===== src/rtl/delayed_branch_sched.sv =====
// delayed_branch_sched: queues delayed branches from a dual-issue fetch group,
// resolves the oldest one against the stage-3 flags two fetch groups later,
// and hands taken branches to the PC unit as a redirect followed by a flush.
//
// Build option: define DBS_PERF_CNT_EN to add perf_taken_cnt_out, a 16-bit
// wrapping count of accepted redirects. Without it the port and counter are
// absent and behaviour is otherwise unchanged.
`timescale 1ns/1ps

module delayed_branch_sched (
  input  logic        clk,
  input  logic        rst,
  input  logic        fetch_next_in,
  input  logic        p0_b_valid_in,
  input  logic        p1_b_valid_in,
  input  logic [7:0]  p0_dest_in,
  input  logic [7:0]  p1_dest_in,
  input  logic [2:0]  p0_cond_in,
  input  logic [2:0]  p1_cond_in,
  input  logic        N,
  input  logic        V,
  input  logic        Z,
  input  logic        flags_valid_in,
  input  logic        redirect_ready_in,
  output logic        redirect_valid_out,
  output logic [8:0]  redirect_pc_out,
  output logic        p0_do_delayed_B,
  output logic        p1_do_delayed_B,
  output logic        flush_out,
`ifdef DBS_PERF_CNT_EN
  output logic [15:0] perf_taken_cnt_out,
`endif
  output logic        stall_out
);

  typedef enum logic [1:0] {
    ST_IDLE,
    ST_RESOLVE,
    ST_REDIRECT,
    ST_FLUSH
  } state_e;

  // One pending delayed branch; validity is implied by position < cnt_q.
  typedef struct packed {
    logic       slot;   // 0 = issued from p0, 1 = issued from p1
    logic [7:0] dest;
    logic [2:0] cond;
    logic [1:0] age;    // fetch groups seen since push, saturates at 2
  } entry_t;

  localparam logic [1:0] AGE_RESOLVE = 2'd2;

  state_e         state_q, state_d;
  entry_t [3:0]   fifo_q, fifo_d;   // index 0 is the head (oldest)
  logic   [2:0]   cnt_q, cnt_d;     // occupancy 0..4

  logic head_ready;
  logic head_taken;
  logic resolve;
  logic pop;
  logic handshake;
  logic push_ok;
  logic push0;
  logic push1;

  // Condition-code evaluation against the current stage-3 flags.
  function automatic logic cond_true(input logic [2:0] cond,
                                     input logic n, input logic v,
                                     input logic z);
    logic lt;
    lt = n ^ v;
    case (cond)
      3'd0:    cond_true = 1'b0;        // NV
      3'd1:    cond_true = 1'b1;        // AL
      3'd2:    cond_true = z;           // EQ
      3'd3:    cond_true = !z;          // NE
      3'd4:    cond_true = lt;          // LT
      3'd5:    cond_true = z | lt;      // LE
      3'd6:    cond_true = !z && !lt;   // GT
      default: cond_true = !lt;         // GE
    endcase
  endfunction

  // Fetch holds once three branches are pending so a full dual push fits.
  assign stall_out = (cnt_q >= 3'd3);

  // Per-cycle control decisions: resolve/pop of the head, redirect handshake, pushes.
  always_comb begin
    // NOTE: every always_comb output gets a default first so no path leaves it
    // unassigned; otherwise synthesis infers a latch to hold the old value.
    head_ready = (cnt_q != 3'd0) && (fifo_q[0].age == AGE_RESOLVE);
    head_taken = cond_true(fifo_q[0].cond, N, V, Z);
    resolve    = (state_q == ST_RESOLVE) && head_ready && flags_valid_in;
    pop        = resolve && !head_taken;
    handshake  = (state_q == ST_REDIRECT) && redirect_ready_in;
    // Younger groups are wrong-path once a redirect is accepted or flushing.
    push_ok    = fetch_next_in && !stall_out && (state_q != ST_FLUSH) && !handshake;
    push0      = push_ok && p0_b_valid_in;
    push1      = push_ok && p1_b_valid_in;
  end

  // FIFO next state: age, then clear or pop, then push p0 before p1.
  always_comb begin
    fifo_d = fifo_q;
    cnt_d  = cnt_q;

    if (fetch_next_in) begin
      for (int i = 0; i < 4; i++) begin
        if ((3'(i) < cnt_q) && (fifo_d[i].age != AGE_RESOLVE)) begin
          fifo_d[i].age = fifo_d[i].age + 2'd1;
        end
      end
    end

    if (handshake) begin
      cnt_d = 3'd0;
    end else begin
      if (pop) begin
        for (int i = 0; i < 3; i++) begin
          fifo_d[i] = fifo_d[i+1];
        end
        cnt_d = cnt_d - 3'd1;
      end
      if (push0) begin
        fifo_d[cnt_d[1:0]] = '{slot: 1'b0, dest: p0_dest_in, cond: p0_cond_in, age: 2'd0};
        cnt_d = cnt_d + 3'd1;
      end
      if (push1) begin
        fifo_d[cnt_d[1:0]] = '{slot: 1'b1, dest: p1_dest_in, cond: p1_cond_in, age: 2'd0};
        cnt_d = cnt_d + 3'd1;
      end
    end
  end

  // FSM next-state logic.
  always_comb begin
    state_d = state_q;
    case (state_q)
      ST_IDLE: begin
        if (head_ready) state_d = ST_RESOLVE;
      end
      ST_RESOLVE: begin
        if (cnt_q == 3'd0) begin
          state_d = ST_IDLE;
        end else if (resolve) begin
          if (head_taken)          state_d = ST_REDIRECT;
          else if (cnt_d == 3'd0)  state_d = ST_IDLE;
        end
      end
      ST_REDIRECT: begin
        if (redirect_ready_in) state_d = ST_FLUSH;
      end
      default: state_d = ST_IDLE;   // ST_FLUSH lasts exactly one cycle
    endcase
  end

  // FSM outputs; the head is frozen in REDIRECT, so the target stays stable.
  always_comb begin
    redirect_valid_out = 1'b0;
    redirect_pc_out    = 9'd0;
    p0_do_delayed_B    = 1'b0;
    p1_do_delayed_B    = 1'b0;
    flush_out          = 1'b0;
    case (state_q)
      ST_REDIRECT: begin
        redirect_valid_out = 1'b1;
        redirect_pc_out    = {1'b0, fifo_q[0].dest};
        p0_do_delayed_B    = !fifo_q[0].slot;
        p1_do_delayed_B    = fifo_q[0].slot;
      end
      ST_FLUSH: flush_out = 1'b1;
      default: ;
    endcase
  end

  // State and occupancy registers.
  always_ff @(posedge clk or negedge rst) begin
    // NOTE: sequential blocks use non-blocking (<=) so every flop samples the
    // pre-edge values; blocking here would create order-dependent races.
    if (!rst) begin
      state_q <= ST_IDLE;
      cnt_q   <= 3'd0;
    end else begin
      state_q <= state_d;
      cnt_q   <= cnt_d;
    end
  end

  // Entry storage.
  always_ff @(posedge clk) begin
    // NOTE: the entry array is deliberately not reset: cnt_q alone defines
    // which entries are valid, and nothing reads an entry beyond it.
    fifo_q <= fifo_d;
  end

`ifdef DBS_PERF_CNT_EN
  logic [15:0] perf_cnt_q, perf_cnt_d;

  // Count accepted redirects, wrapping naturally at 16 bits.
  always_comb begin
    perf_cnt_d = perf_cnt_q;
    if (handshake) perf_cnt_d = perf_cnt_q + 16'd1;
  end

  // Performance counter register.
  always_ff @(posedge clk or negedge rst) begin
    if (!rst) perf_cnt_q <= 16'd0;
    else      perf_cnt_q <= perf_cnt_d;
  end

  assign perf_taken_cnt_out = perf_cnt_q;
`endif

endmodule


===== config.mk =====
export PLATFORM = sky130hd
export DESIGN_NAME = delayed_branch_sched
export DESIGN_NICKNAME = d
export VERILOG_FILES = /design/src/rtl/delayed_branch_sched.sv
export SDC_FILE = /design/constraint.sdc
export NUM_CORES = 1
export LEC_CHECK = 0
export ABC_AREA = 1
export CAP_MARGIN = 10
export CORE_MARGIN = 4
export CORE_UTILIZATION = 57
export CTS_CLUSTER_DIAMETER = 80
export DETAILED_ROUTE_END_ITERATION = 10
export GPL_TIMING_DRIVEN = 0
export PLACE_DENSITY = 0.8
export SYNTH_ARGS = -nofsm -noshare
export SYNTH_HDL_FRONTEND = slang
export SYNTH_SLANG_ARGS = --single-unit

===== constraint.sdc =====
create_clock -name clk -period 6.81 [get_ports clk]
set_input_delay 1.362 -clock clk [delete_from_list [all_inputs] [get_ports clk]]
set_output_delay 1.362 -clock clk [all_outputs]
set_load 0.03 [all_outputs]

==> out/metrics.yaml, run 1 <==
critical_path:
  critical_path_class: "input port to register"
  cpMostUsedCell: "nand2_1"
  max_stage_delay_ps: 540
  worst-path-buf-inv: 4
  reg2reg_from: "cnt_q[0]"
  r2r_setup_slack_ps: 2840
  cp_data_required_time_ps: 6900
  path_cells: "clkdlybuf4s50_1 > nand2_1 > nand2_1 > nand3b_2 > nand3_4 > nand2_2 > nand2_4 > inv_2 > ha_1 > or2_2 > nand2_1 > ha_1 > nand4_1 > inv_1 > clkbuf_1 > a21oi_1"
  r2r_end: "fifo_q[52]"
  worst_setup_path_end_kind: "register"
  crit_path_start_kind: "input port"
  crit_path_max_fanout: 10
  crit_family: "simple AND/OR/NAND/NOR gates"
  critical_path_arrival_ps: 4810
  rr_worst_depth: 16
  slowest_stage: "clkdlybuf4s50_1"
final_layout:
  fin_cells: 707
  diodes: 0
  drive_gt1_share_pct: 10.4
  area_growth_pct: 18.4
  fin_nets: 648
detailed_routing:
  drc: 0
  via_per_inst: 5.72
  first_iter_violations: 379
  drtAntennaViolNets: 0
  dr.pass1.iters: 5
  wl_per_cell_um: 16.2
  vias: 4045
  wirelength_um: 11500
logic_synthesis:
  synth_cells: 547
  synth_nets: 592
  synth_area_um2: 4220
  netlist-cell-type-count: 38
  synth.top_cell.area_share_pct: 34.2
  yosys_warnings: 0
  synth_seq_area_share_pct: 41.0
  yosys_most_used_dff: "edfxtp_1"
  yosysMostFrequentCell: "nand2_1"
  async_flop_share_pct: 8.20
  syn-mean-instance-area_um2: 7.71
  synth-seq-cells: 61
  synth_area_leaders: "edfxtp_1, nand2_1, inv_1"
  yosys.area.top_type: "edfxtp_1"
  synthTopCellsByCount: "nand2_1, inv_1, edfxtp_1, nor2_1, a21oi_1"
  synth_edf_count: 48
run:
  drv_cap: 0
grt:
  antenna_found_initial: 0
  grt-ovfl-total: 0
  track_usage_pct: 27.4
  grt_max_degree: 44
  grt_first_pass_wirelength_um: 18700
  first_global_vias: 3991
hold_path:
  worstHoldEndpoint: "fifo_q[55]"
  hp-class: "register to register"
  hp-start: "fifo_q[55]"
  hold_depth: 2
die:
  coreArea_um2: 7210
  die_w_um: 94.0
  die_area_um2: 8840
  rows: 31
  io_pins: 46
  start_util_pct: 58.4
  die_h_um: 94.0
timing:
  post-route-period-util_pct: 69.3
  max_slew.worst_pin.slew_ps: 629
  fmax_ghz: 0.212
  fin_ws_ps: 2090
  skew_ps: 5.75
  hold_viol_final: 0
  rsz0062_at_grt: "false"
  final_max_slew_viol_count: 0
  relSlewSlack_pct: 58.1
  timing.setup.tns_ps: 0
  fin_crit_ps: 4720
  finalSetupViolCount: 0
clocking:
  cts_resized: 0
  clock_sinks: 61
  htree_levels: 3
  cts_setup_buffers: 0
  clockBufferDepth: 2
  holdBufCountCts: 0
  tritoncts: "built"
  cts_made_buffers: 9
  worstSkewPairLatency_ps: 360
  cts_root_buf: "clkbuf_8"
  path_clk_slew_ps: 70
run_status:
  status: "finished clean"
power_and_ir_drop:
  leakagePower_uw: 0.00244
  power.density_nw_per_um2: 416
  peakVddDrop_mv: 0.188
placement:
  dpl.hpwl_um: 7870
  place.gp.congestion: 0.911
  io_buffers: 44
  dpl.cell_count: 691
  post-place-ws_ps: 1750
-- per-stage QoR --
| stage | utilization, % | cell area [um2] | hold WS (ps) | total power [uW] |
|---|---|---|---|---|
| finish | 69.2 | 4990 | 550 | 2070 |
| global route | 69.2 | 4990 | 598 | 2250 |
| CTS | 69.2 | 4990 | 544 | 2050 |
| detailed placement | 66.5 | 4800 | 526 | 1730 |
| global placement | 66.3 | 4780 | 520 | 1680 |
| floorplan | - | 4220 | 505 | 1490 |
-- layout make-up --
class	instances	area, um2
Buffer	26	131
Clock buffer	9	124
Clock inverter	7	66.3
Fill cell	587	2220
Inverter	118	445
Multi-Input combinational cell	342	1910
Sequential cell	61	1730
Tap cell	99	124
Timing Repair Buffer	45	460
-- worst max path at each step --
| stage | slack, ps | start | endpoint | cells past startpoint |
|---|---|---|---|---|
| final | 2090 | Z | fifo_q[52] | 16 |
| after global routing | 1920 | Z | fifo_q[53] | 18 |
| after CTS | 2110 | Z | fifo_q[46] | 16 |
| after detailed placement | 1750 | Z | fifo_q[51] | 16 |
| after global placement | 1860 | Z | fifo_q[51] | 16 |
| after floorplan | 2980 | N | fifo_q[19] | 17 |
-- worst min-delay path, stage by stage, from the launching register on --
cell and delay (ps):
edfxtp_1 350, nand2_1 50, nand2_1 50
-- report_power, final --
group	internal [uW]	switching, uW
sequential	661	105
clock	166	162
combinational	387	594
-- layer usage --
metal	track usage [%]	part of all wire (%)	vias up
li1	-	-	1917
met1	36.0	42	1878
met2	43.6	46	216
met3	6.89	9.3	34
met4	10.6	2.6	0
met5	0	0	-
-- registers in the layout (all words and copies together), names as in the netlist --
signal,flops
fifo_q,56
cnt_q,3
state_q,2
-- cells by family (layout without fill, tap and decap cells) --
kind of cell	count (synthesis)	after routing	share of synthesized area (%)
muxes	1	1	0.237
buffers and inverters	144	205	13.7
adders and majority gates	13	13	3.86
other	1	1	0.0890
AOI/OAI and AO/OA	114	114	16.7
and+or+nand+nor	207	207	23.2
DFF	61	61	41.0
xor gates and xnor gates	6	6	1.25
-- placed cells by master (no fill, tap or decap), drive strengths merged, types with 11 or more instances in the layout --
cell type	Yosys	layout
nor2	34	34
inv	118	118
edfxtp	48	48
clkdlybuf4s50	0	44
o21ai	38	38
o22ai	11	11
nand3	31	31
a21oi	29	29
o221ai	22	22
nand2	128	128
ha	13	13
o211ai	13	13
buf	15	16
clkbuf	11	20
(Power assumes the default switching activity.)
==> run 2, diff against run 1 <==
==> constraint.sdc (replaced) <==
create_clock -name clk -period 4.5 [get_ports clk]
set_input_delay 0.9 -clock clk [delete_from_list [all_inputs] [get_ports clk]]
set_output_delay 0.9 -clock clk [all_outputs]
set_load 0.03 [all_outputs]
==> results of run 2 <==
Same layout as run 1 (identical final DEF). Status: finished clean.
Main changes from that run: setup slack after placement 1750 ps -> -97.1 ps; setup slack after layout 2090 ps -> 240 ps; register-to-register setup slack 2840 ps -> 530 ps; total power 2070 uW -> 3140 uW; worst IR drop on VDD 0.188 mV -> 0.284 mV
==> run 3, diff against run 2 <==
--- a/config.mk
+++ b/config.mk
@@ -6,6 +6,7 @@
 export NUM_CORES = 1
 export LEC_CHECK = 0
 export ABC_AREA = 1
+export ABC_CLOCK_PERIOD_IN_PS = 4500
 export CAP_MARGIN = 10
 export CORE_MARGIN = 4
 export CORE_UTILIZATION = 57
==> results of run 3 <==
Same layout as run 1 (identical final DEF). Status: finished clean.
Main changes from that run: setup slack after placement 1750 ps -> -97.1 ps; setup slack after layout 2090 ps -> 240 ps; register-to-register setup slack 2840 ps -> 530 ps; total power 2070 uW -> 3140 uW; worst IR drop on VDD 0.188 mV -> 0.284 mV
